<file path="src/rtl/alu_issue.sv">
// Execute-stage ALU issue block: accepts one OP/OP-IMM instruction, builds the ALU operands,
// runs the start/done handshake with a timeout guard and hands the result to writeback.
module alu_issue #(
    parameter int TIMEOUT = 16
) (
    input  logic        clk,
    input  logic        reset,
    input  logic        in_valid,
    output logic        in_ready,
    input  logic [6:0]  in_opcode,
    input  logic [2:0]  in_fun3,
    input  logic [6:0]  in_fun7,
    input  logic [31:0] in_rs1,
    input  logic [31:0] in_rs2,
    input  logic [11:0] in_imm,
    input  logic [4:0]  in_rd,
    output logic        alu_start,
    output logic [2:0]  alu_fun3,
    output logic [6:0]  alu_fun7,
    output logic [31:0] alu_a,
    output logic [31:0] alu_b,
    input  logic [31:0] alu_res,
    input  logic        alu_zero,
    input  logic        alu_neg,
    input  logic        alu_done,
    output logic        wb_valid,
    input  logic        wb_ready,
    output logic [4:0]  wb_rd,
    output logic [31:0] wb_data,
    output logic        wb_we,
    output logic        wb_zero,
    output logic        wb_neg,
    output logic        wb_err,
    output logic        busy
);

    typedef enum logic [1:0] {IDLE, RUN, RESP} state_t;

    localparam logic [6:0] OPC_OP    = 7'b0110011;
    localparam logic [6:0] OPC_OPIMM = 7'b0010011;
    localparam logic [7:0] CNT_LAST  = 8'(TIMEOUT - 1);

    state_t      state_q, state_d;
    logic [7:0]  cnt_q, cnt_d;
    logic        start_q, start_d;
    logic [2:0]  fun3_q, fun3_d;
    logic [6:0]  fun7_q, fun7_d;
    logic [31:0] a_q, a_d;
    logic [31:0] b_q, b_d;
    logic        wb_valid_q, wb_valid_d;
    logic [4:0]  wb_rd_q, wb_rd_d;
    logic [31:0] wb_data_q, wb_data_d;
    logic        wb_we_q, wb_we_d;
    logic        wb_zero_q, wb_zero_d;
    logic        wb_neg_q, wb_neg_d;
    logic        wb_err_q, wb_err_d;

    logic        is_op, is_opimm, is_shift;
    logic [31:0] op_b;
    logic [6:0]  op_fun7;

    // Shifts (fun3 001/101) only use the low 5 bits of the amount; for OP-IMM
    // shifts the upper immediate bits carry the SRA/SRL selector.
    assign is_op    = (in_opcode == OPC_OP);
    assign is_opimm = (in_opcode == OPC_OPIMM);
    assign is_shift = (in_fun3[1:0] == 2'b01);

    always_comb begin
        op_b    = in_rs2;
        op_fun7 = in_fun7;
        if (is_op) begin
            if (is_shift) op_b = {27'b0, in_rs2[4:0]};
        end else if (is_shift) begin
            op_b    = {27'b0, in_imm[4:0]};
            op_fun7 = in_imm[11:5];
        end else begin
            op_b    = {{20{in_imm[11]}}, in_imm};
            op_fun7 = 7'b0;
        end
    end

    // A stale done from the previous operation blocks acceptance so start never rises on it.
    assign in_ready = ~reset & (state_q == IDLE) & ~alu_done;

    always_comb begin
        state_d    = state_q;
        cnt_d      = cnt_q;
        start_d    = start_q;
        fun3_d     = fun3_q;
        fun7_d     = fun7_q;
        a_d        = a_q;
        b_d        = b_q;
        wb_valid_d = wb_valid_q;
        wb_rd_d    = wb_rd_q;
        wb_data_d  = wb_data_q;
        wb_we_d    = wb_we_q;
        wb_zero_d  = wb_zero_q;
        wb_neg_d   = wb_neg_q;
        wb_err_d   = wb_err_q;
        case (state_q)
            IDLE: begin
                if (in_valid && in_ready) begin
                    wb_rd_d = in_rd;
                    if (is_op || is_opimm) begin
                        a_d     = in_rs1;
                        b_d     = op_b;
                        fun3_d  = in_fun3;
                        fun7_d  = op_fun7;
                        start_d = 1'b1;
                        cnt_d   = 8'd0;
                        state_d = RUN;
                    end else begin
                        wb_err_d   = 1'b1;
                        wb_we_d    = 1'b0;
                        wb_data_d  = 32'd0;
                        wb_zero_d  = 1'b0;
                        wb_neg_d   = 1'b0;
                        wb_valid_d = 1'b1;
                        state_d    = RESP;
                    end
                end
            end
            RUN: begin
                // done takes priority over an expiring timeout
                if (alu_done) begin
                    wb_data_d  = alu_res;
                    wb_zero_d  = alu_zero;
                    wb_neg_d   = alu_neg;
                    wb_we_d    = (wb_rd_q != 5'd0);
                    wb_err_d   = 1'b0;
                    start_d    = 1'b0;
                    wb_valid_d = 1'b1;
                    state_d    = RESP;
                end else if (cnt_q == CNT_LAST) begin
                    start_d    = 1'b0;
                    wb_err_d   = 1'b1;
                    wb_we_d    = 1'b0;
                    wb_data_d  = 32'd0;
                    wb_zero_d  = 1'b0;
                    wb_neg_d   = 1'b0;
                    wb_valid_d = 1'b1;
                    state_d    = RESP;
                end else begin
                    cnt_d = cnt_q + 8'd1;
                end
            end
            RESP: begin
                if (wb_ready) begin
                    wb_valid_d = 1'b0;
                    state_d    = IDLE;
                end
            end
            default: state_d = IDLE;
        endcase
    end

    always_ff @(posedge clk or posedge reset) begin
        if (reset) begin
            state_q    <= IDLE;
            cnt_q      <= 8'd0;
            start_q    <= 1'b0;
            fun3_q     <= 3'd0;
            fun7_q     <= 7'd0;
            a_q        <= 32'd0;
            b_q        <= 32'd0;
            wb_valid_q <= 1'b0;
            wb_rd_q    <= 5'd0;
            wb_data_q  <= 32'd0;
            wb_we_q    <= 1'b0;
            wb_zero_q  <= 1'b0;
            wb_neg_q   <= 1'b0;
            wb_err_q   <= 1'b0;
        end else begin
            state_q    <= state_d;
            cnt_q      <= cnt_d;
            start_q    <= start_d;
            fun3_q     <= fun3_d;
            fun7_q     <= fun7_d;
            a_q        <= a_d;
            b_q        <= b_d;
            wb_valid_q <= wb_valid_d;
            wb_rd_q    <= wb_rd_d;
            wb_data_q  <= wb_data_d;
            wb_we_q    <= wb_we_d;
            wb_zero_q  <= wb_zero_d;
            wb_neg_q   <= wb_neg_d;
            wb_err_q   <= wb_err_d;
        end
    end

    assign alu_start = start_q;
    assign alu_fun3  = fun3_q;
    assign alu_fun7  = fun7_q;
    assign alu_a     = a_q;
    assign alu_b     = b_q;
    assign wb_valid  = wb_valid_q;
    assign wb_rd     = wb_rd_q;
    assign wb_data   = wb_data_q;
    assign wb_we     = wb_we_q;
    assign wb_zero   = wb_zero_q;
    assign wb_neg    = wb_neg_q;
    assign wb_err    = wb_err_q;
    assign busy      = (state_q != IDLE);

endmodule

</file>
<file path="config.mk">
export PLATFORM = sky130hd
export DESIGN_NAME = alu_issue
export DESIGN_NICKNAME = d
export VERILOG_FILES = /design/src/rtl/alu_issue.sv
export SDC_FILE = /design/constraint.sdc
export NUM_CORES = 1
export LEC_CHECK = 0
export ABC_AREA = 1
export BUFFER_PORTS_ARGS = -buffer_cell sky130_fd_sc_hd__buf_2
export CAP_MARGIN = 20
export CORE_ASPECT_RATIO = 0.6
export CORE_MARGIN = 5
export CORE_UTILIZATION = 48
export CTS_BUF_LIST = sky130_fd_sc_hd__clkbuf_2
export DETAILED_ROUTE_END_ITERATION = 8
export PLACE_DENSITY = 0.82
export SLEW_MARGIN = 30
export SYNTH_ARGS = -nofsm -noshare
export SYNTH_HDL_FRONTEND = slang
export SYNTH_SLANG_ARGS = --single-unit
</file>
<file path="constraint.sdc">
create_clock -name clk -period 5.5 [get_ports clk]
set_input_delay 1.1 -clock clk [delete_from_list [all_inputs] [get_ports clk]]
set_output_delay 1.1 -clock clk [all_outputs]
set_load 0.1 [all_outputs]
</file>
==> results of run 1 <==
area by class of cell:
class / count / share of cell area
Tap cell: 160 / 0.02803
Timing Repair Buffer: 261 / 0.1878
Clock inverter: 12 / 0.02032
Antenna cell: 1 / 0.0003503
Inverter: 24 / 0.01296
Multi-Input combinational cell: 507 / 0.2923
Clock buffer: 19 / 0.01331
Sequential cell: 127 / 0.4449
synthesized netlist by cell type, drive strengths merged (2+ instances only):
| master | n | area (um2) |
|---|---|---|
| nand2 | 381 | 1435 |
| dfrtp | 127 | 3178 |
| nor2 | 33 | 133.9 |
| nand3 | 32 | 170.2 |
| o21ai | 28 | 143.9 |
| buf | 25 | 161.4 |
| inv | 23 | 86.33 |
| a21oi | 16 | 80.08 |
| clkbuf | 9 | 33.78 |
| a31oi | 5 | 31.28 |
| nand4 | 3 | 18.77 |
| nor3 | 2 | 10.01 |
sequential cells by signal (all words and copies together) (netlist names), 2 cells and up:
signal,cells
cnt_q,8
state_q,2
alu_b,32
alu_fun7,7
wb_rd,5
alu_fun3,3
alu_a,32
wb_data,32
where the power goes:
group	leakage (nW)	internal, mW	switching (mW)
sequential	1.75	1.00	0.0458
combinational	2.62	0.134	0.699
clock	0.141	0.249	0.337
critical path, delay by kind of cell, from the launching register on:
family	cells	cell delay, ns
DFF	1	0.51
buffers and inverters	2	0.51
and+or+nand+nor	2	0.29
cells by family (layout without fill, tap and decap cells):
| family | Yosys count | after routing | synth area share |
|---|---|---|---|
| buffers and inverters | 58 | 316 | 0.05145 |
| XOR/XNOR | 1 | 1 | 0.001580 |
| flip-flops | 127 | 127 | 0.5732 |
| other | 0 | 1 | 0 |
| adder cells (fa/ha/maj) | 1 | 1 | 0.002256 |
| AO/OA/AOI/OAI | 51 | 51 | 0.04875 |
| AND/OR/NAND/NOR | 454 | 454 | 0.3227 |
per-layer routing:
layer	vias to the layer above	GRT usage
li1	2637	-
met1	2426	0.2934
met2	221	0.3672
met3	17	0.07361
met4	0	0.07845
met5	-	0
through the flow:
step | cells | utilization | worst slack [ns] | total power [mW] | hold WS, ns
after floorplan | 692 | - | 1.016 | 1.739 | 0.5023
after global placement | 1078 | 0.6081 | 2.315 | 1.896 | 0.4483
after detailed placement | 1079 | 0.6105 | 2.406 | 1.902 | 0.4532
after CTS | 1110 | 0.6318 | 2.371 | 2.490 | 0.4196
after global routing | 1111 | 0.6322 | 2.233 | 2.584 | 0.4051
final | 1111 | 0.6322 | 2.437 | 2.467 | 0.4652
path summary, 6_finish.rpt:
kind	slack (ns)	from	end
worst max-delay path	2.44	state_q[1]	in_ready
worst min-delay path	0.47	reset	wb_rd[1]
worst max register to register	2.96	cnt_q[0]	wb_data[19]
worst min register to register	0.49	alu_a[20]	alu_a[20]
max in group asynchronous	3.95	reset	alu_b[13]
min in group clk	0.49	alu_a[20]	alu_a[20]
==> results.md, run 1 <==
- The run finished with clean final reports.
- The worst setup path is launched from a register.
- The highest fanout seen on the critical path is 5.
- The count of hold buffers inserted by post-cts repair is 0.
- The count of routing violations after the opening detailed-route iteration is 223.
- The post-DP HPWL is between 10 and 15 mm.
- The worst setup path is of the reg2out kind.
- The count of unique library cells instantiated by Yosys is 30.
- The total number of clock tree sinks is ~130.
- The worst setup path is captured at an output port.
- The number of clock buffers added by TritonCTS is 17.
- For this block, wires on met1 add up to approximately 6.5 mm.
- At the later pin of the worst-skew pair, clock insertion delay measures approximately 0.64 ns.
- The starting density of the core is 0.4907.
- The initial antenna violation count is 1.
- The synthesized netlist net count is 830.
- The final period demand of the worst path is 3.063 ns.
- The count of pins over their slew limit is 0.
- The height of the chip is slightly above 90 um.
- The largest voltage drop on the vdd net is between 150 and 200 uV.
- The number of standard cells after synthesis is roughly 690.
- In this run the clock root is driven by a clkbuf_2.
- In this run the cell area measured after placement is between 6000 and 7000 um2.
- The count of TritonRoute iterations in the first routing pass is 5.
- In the final layout, the multi-input gates occupy 2088 um2.
- For the final database, setup skew stands at roughly 0.042 ns.
- The die area is between 10000 and 15000 um2.
- In this run the power density over the cells is around 350 nW/um2.
- On the worst path, the slowest cell contributes a delay of around 0.5 ns.
- The critical-path cell with the highest stage delay is dfrtp_1.
- In this run the count of I/O pins placed on the die edge is 256.
- The number of endpoints with negative hold slack in the final report is 0.
- Measured against its own limit, the worst slew margin works out to 0.3597.
- The routed length on met3 is about 1.6 mm.
- From left edge to right edge, the die measures roughly 150 um.
- The number of enable flip-flop cells after synthesis is 0.
- The static leakage is about 4.5 nW.
- For the final routed database, the setup TNS stands at 0 ns.
- Registers take around 3200 um2.
- Counting flops and latches in the post-synthesis netlist gives 127.
- The net count of the finished layout is 1076.
- The average cell area after synthesis is between 8 and 9 um2.
- The setup violation total in the final timing report is 0.
- The total wirelength of the detailed-routed design is around 16 mm.
- The H-tree was split into 4 levels.
- The most common cell after layout, fill and taps aside is nand2_1.
- The post-CTS resize count is 0.
- The worst-case clock buffer depth is 2.
- Summing all non-filler instances in the final layout gives an area of 7143 um2.
- Input and output buffers added on the ports amount to 255.
- The number of fillers in the final layout is ~1000.
- Of the cells placed in the final design, the portion with a size suffix greater than 1 is 0.3211.
- The required time of the worst setup path is around 4.4 ns.
- The DRC violation count after routing is 0.
- The congestion estimate from routability-driven global placement came to 0.9048.
- The reported max-cap violation count is 0.
- The signal on the critical path passes through nor2_4 -> inv_2 -> nor3_1 -> buf_2.
- The transition time at the pin with the least slew margin is between 0.9 and 1 ns.
- The count of nets left with antenna violations after detail routing is 0.
- The total core area is 11300 um2.
- In the final routed layout, each cell accounts on average for between 10 and 15 um.
- The total met2 wirelength after detailed routing is 7.538 mm.
- The overall routing resource usage is 0.2281.
- In the finished design, the share of the clock period the worst path needs comes to 0.5569.
- Counting cells, the worst reg-to-reg path comes to 8.
- The Yosys step of the flow raised 0 warnings.
- The fraction of synthesis flops using an asynchronous set or reset pin is 1.000.
- The total number of vias is between 5000 and 6000.
- The worst endpoint data arrival time is a little under 2 ns.
- The maximum number of pins on one net before global-route repair is 54.
- Setup repair after global routing left no endpoint under its margin.
- The average via count per standard cell is 4.771.
- Summing every instance area after synthesis gives ~5500 um2.
- Relative to the synthesized area, the layout overhead comes to 28.84%.
- The CTS tree is yes.
- The top cell types in the final layout, fill and taps aside, are nand2_1 (378), buf_2 (255), dfrtp_1 (127).
- Clock-pin slew was measured on the worst setup and hold paths at approximately 0.21 ns.
- The number of post-CTS setup repair buffers is 0.
- The first global-routing pass estimated between 20 and 25 mm of wire.
- Derived from the worst setup path, the maximum achievable clock frequency is roughly 330 MHz.
- The primary flip-flop cell chosen by synthesis mapping is dfrtp_1.
- The share of the Yosys chip area taken by registers is 0.5732.
- The number of core rows is 30.
- The min-delay analysis places its worst path in the category in2async.
- For this run the aggregate overflow at the end of global routing stands at 0.
- The number of global-route vias before repair is 5108.
- The highest metal layer carrying signal wires in the routed design is met4.
(Power assumes the default switching activity.)
==> run 2: changes to the inputs <==
--- a/config.mk
+++ b/config.mk
@@ -10,10 +10,10 @@
 export CAP_MARGIN = 20
 export CORE_ASPECT_RATIO = 0.6
 export CORE_MARGIN = 5
-export CORE_UTILIZATION = 48
+export CORE_UTILIZATION = 44
 export CTS_BUF_LIST = sky130_fd_sc_hd__clkbuf_2
 export DETAILED_ROUTE_END_ITERATION = 8
-export PLACE_DENSITY = 0.82
+export PLACE_DENSITY = 0.79
 export SLEW_MARGIN = 30
 export SYNTH_ARGS = -nofsm -noshare
 export SYNTH_HDL_FRONTEND = slang
==> constraint.sdc (replaced) <==
create_clock -name clk -period 2.6 [get_ports clk]
set_input_delay 0.52 -clock clk [delete_from_list [all_inputs] [get_ports clk]]
set_output_delay 0.52 -clock clk [all_outputs]
set_load 0.1 [all_outputs]
==> run 2 against run 1 <==
Highest routed layer unchanged; critical path depth unchanged; clock power increased by 84%; combinational power increased by 120%.
==> results.md, run 2 (synthesized netlist as in run 1, its figures left out) <==
- The run finished with clean final reports.
- The number of fillers in the final layout is 1009 (-0.39%).
- The logic gate share of total power is 0.359 (+0.021).
- The number of global-route vias before repair is 5331 (+4.4%).
- The sequential cell fraction of total power is 0.430 (+0.006).
- The required time of the worst setup path is 2.08 ns (-2.32 ns).
- The DRC violation count after routing was 0 (unchanged).
- The root buffer cell is clkbuf_2.
- The worst-case clock skew is 0.03485 ns (-0.007642 ns).
- The worst-case clock buffer depth is 2 (unchanged).
- The I/O pin count came to 256 (unchanged).
- The total wirelength of the detailed-routed design came to 17.54 mm (+10%).
- The worst endpoint data arrival time is 1.88 ns (-0.08 ns).
- The worst reg-to-reg setup slack was 0.61 ns (-2.35 ns).
- The source-to-sink clock delay at the later pin of the worst-skew pair is 0.64 ns (about the same).
- The wire length of the first global-routing pass is 27.02 mm (+8.4%).
- The peak per-stage delay on the critical path is 0.51 ns (about the same).
- The die area is 15020 um2 (+8.3%).
- The largest individual stage delay along the critical path comes from the cell dfrtp_1.
- The count of TritonRoute iterations in the first routing pass was 7 (+2).
- The starting density of the core was 0.4552 (-0.03549).
- The number of endpoints with negative hold slack in the final report came to 0 (unchanged).
- The number of buffers added by the clock tree synthesis step was 17 (unchanged).
- Counting I/O delays and the setup requirement, the final critical path takes around 2.4 ns.
- The total placed cells including tap cells came to 1088 (+0.83%).
- The most common cell after layout, fill and taps aside is nand2_1.
- The fraction of final layout cells with drive strength greater than 1 is 0.3056 (-0.01550).
- The clock-pin slew reported for the worst setup and hold paths after clock tree synthesis is 0.20 ns (about the same).
- In this run the worst hold path is classified as in2reg.
- The post-route setup TNS is 0 ns (unchanged).
- The number of buffer cells added on primary ports is 255 (unchanged).
- The power density normalized to cell area is 668.7 nW/um2 (+94%).
- TritonCTS built the clock tree.
- The layout net count is 1133 (+5.3%).
- The height of the chip is 96.95 um (+4.0%).
- The startpoint of the worst setup timing path is state_q[0].
- The maximum achievable frequency is ~420 MHz.
- The logic depth of the worst setup path including buffers was 4 (unchanged).
- The total inserted antenna cells is 0 (-1).
- The H-tree depth is 4 (unchanged).
- The setup violation total in the final timing report came to 0 (unchanged).
- The startpoint of the worst-slack reg-to-reg timing path is state_q[0].
- The static leakage is 4.729 nW (+4.9%).
- Following the worst setup path forward leads to its endpoint at in_ready.
- The worst hold margin is 0.07043 ns (-0.3947 ns).
- The overall routing resource usage is 0.2201 (-0.007962).
- The startpoint identified for the worst hold timing path is in_rs1[2].
- The power dissipated by switching net loads is 2.334 mW (+120%).
- Walking the worst path, the cells encountered are nor2_4 -> inv_2 -> nor3_2 -> clkbuf_4.
- The switching share of power is 0.4543 (+0.01555).
- The top cell types in the final layout, fill and taps aside, are nand2_1 (379), buf_2 (254), dfrtp_1 (127).
- The reported max-cap violation count is 0 (unchanged).
- The max-slew headroom at the worst pin is 0.4933 (+0.1335).
- The transition time at the pin with the least slew margin is 0.7601 ns (-0.1944 ns).
- The post-DP HPWL came to 11.64 mm (-0.88%).
- The horizontal die dimension is 154.9 um (+4.1%).
- The number of standard cells in the layout, taps in and fillers out is 1173 (+5.6%).
- The total number of clock tree sinks is 127 (unchanged).
- Setup repair after global routing left no endpoint under its margin.
- The area overhead of the layout relative to synthesis is 38.61%.
- The average via count per standard cell came to 4.759 (-0.26%).
- The buffering stage count on the worst path with inverters included was 2 (unchanged).
- The relative contribution of the clock network to total power was 0.211 (-0.027).
- The family with the most delay on the worst path is flip-flops.
- The terminus of the critical flop-to-flop path is alu_fun7[2].
- The count of routing violations after the opening detailed-route iteration is 452 (+100%).
- The largest voltage drop on the vdd net is 431.2 uV (+160%).
- In the finished design, the share of the clock period the worst path needs comes to 0.9238.
- The average detailed-routed wire length per instance came to 14.95 um (+4.4%).
- The number of core rows was 31 (+3.3%).
- The count of pins over their slew limit is 0 (unchanged).
- The critical path capture point type is an output port.
- The maximum number of pins on one net before global-route repair is 71 (+31%).
- The internal power is 2.804 mW (+100%).
- The highest fanout seen on the critical path was 5 (unchanged).
- The total number of vias was 5582 (+5.3%).
- The initial antenna violation count is 0 (-1).
- The final design utilization is 0.6310 (-0.001242).
- The count of nets left with antenna violations after detail routing was 0 (unchanged).
- The routability congestion estimate was 0.8239 (-8.9%).
- The remaining global-route overflow is 0 (unchanged).
- The total core area is 12180 um2 (+7.8%).
- The type of the setup path with the least slack is reg2out.
- The number of cells traversed by the worst register-to-register path was 7 (-1).
- The worst setup path is launched from a register.
==> run 2: cell types whose count changed in the layout (fill, tap and decap cells not counted), sizes merged <==
cell / previous run / this run
dlygate4sd3: 0 / 53
clkbuf: 19 / 18
bufinv: 3 / 1
clkinvlp: 4 / 5
diode: 1 / 0
buf: 261 / 264
clkinv: 6 / 8
inv: 23 / 25
==> run 2: layout make-up <==
cell class	instances	area, um2	share of cell area
multi-input cells	507	2091	0.2721
clock buffers	17	85.08	0.01107
clock inverters	15	121.4	0.01579
well taps	165	206.4	0.02686
repair buffers	318	1909	0.2485
inverters	24	93.84	0.01221
flip-flops and latches	127	3178	0.4135
==> run 2: how the worst min path moves through the flow <==
stage,cells after the start,slack [ns],end
final,3,0.07,alu_a[2]
after global routing,3,-0.002,wb_data[28]
after CTS,3,0.0005,wb_zero
after detailed placement,2,0.46,wb_data[4]
after global placement,2,0.45,wb_data[29]
after floorplan,2,0.50,cnt_q[1]
==> run 2: metal layers <==
metal / GRT usage / part of all wire / vias to the layer above
li1: - / - / 2752
met4: 0.03799 / 0.0088 / 0
met5: 0 / 0 / -
met1: 0.2969 / 0.42 / 2546
met2: 0.3490 / 0.47 / 270
met3: 0.07672 / 0.094 / 14
==> run 2: stage by stage <==
| step | instance area [um2] | setup slack, ns | power (mW) |
|---|---|---|---|
| after CTS | 7492 | 0.05465 | 5.162 |
| after global routing | 7685 | 0.05371 | 5.379 |
| after floorplan | 5553 | 0.04254 | 3.680 |
| after detailed placement | 6945 | 0.3222 | 4.026 |
| final | 7685 | 0.1982 | 5.139 |
| after global placement | 6945 | 0.4419 | 4.011 |
==> run 2: tightest hold or removal path: stages <==
cell and delay (ns):
buf_2 0.08, nand2_1 0.04, nand2_1 0.06
==> run 2: timing repair <==
item	CTS	global route
resized for setup	0	1
hold buffers	34	19
buffers inserted	0	0
setup endpoints to repair	0	1
hold endpoints to repair	160	19
==> run 2: power groups by stage <==
| stage | combinational, mW | sequential (mW) | clock [mW] |
|---|---|---|---|
| after floorplan | 0.484 | 3.20 | 0 |
| after global placement | 1.77 | 2.25 | 0 |
| after detailed placement | 1.78 | 2.24 | 0 |
| after CTS | 1.82 | 2.21 | 1.13 |
| after global routing | 1.94 | 2.23 | 1.21 |
| final | 1.84 | 2.21 | 1.08 |
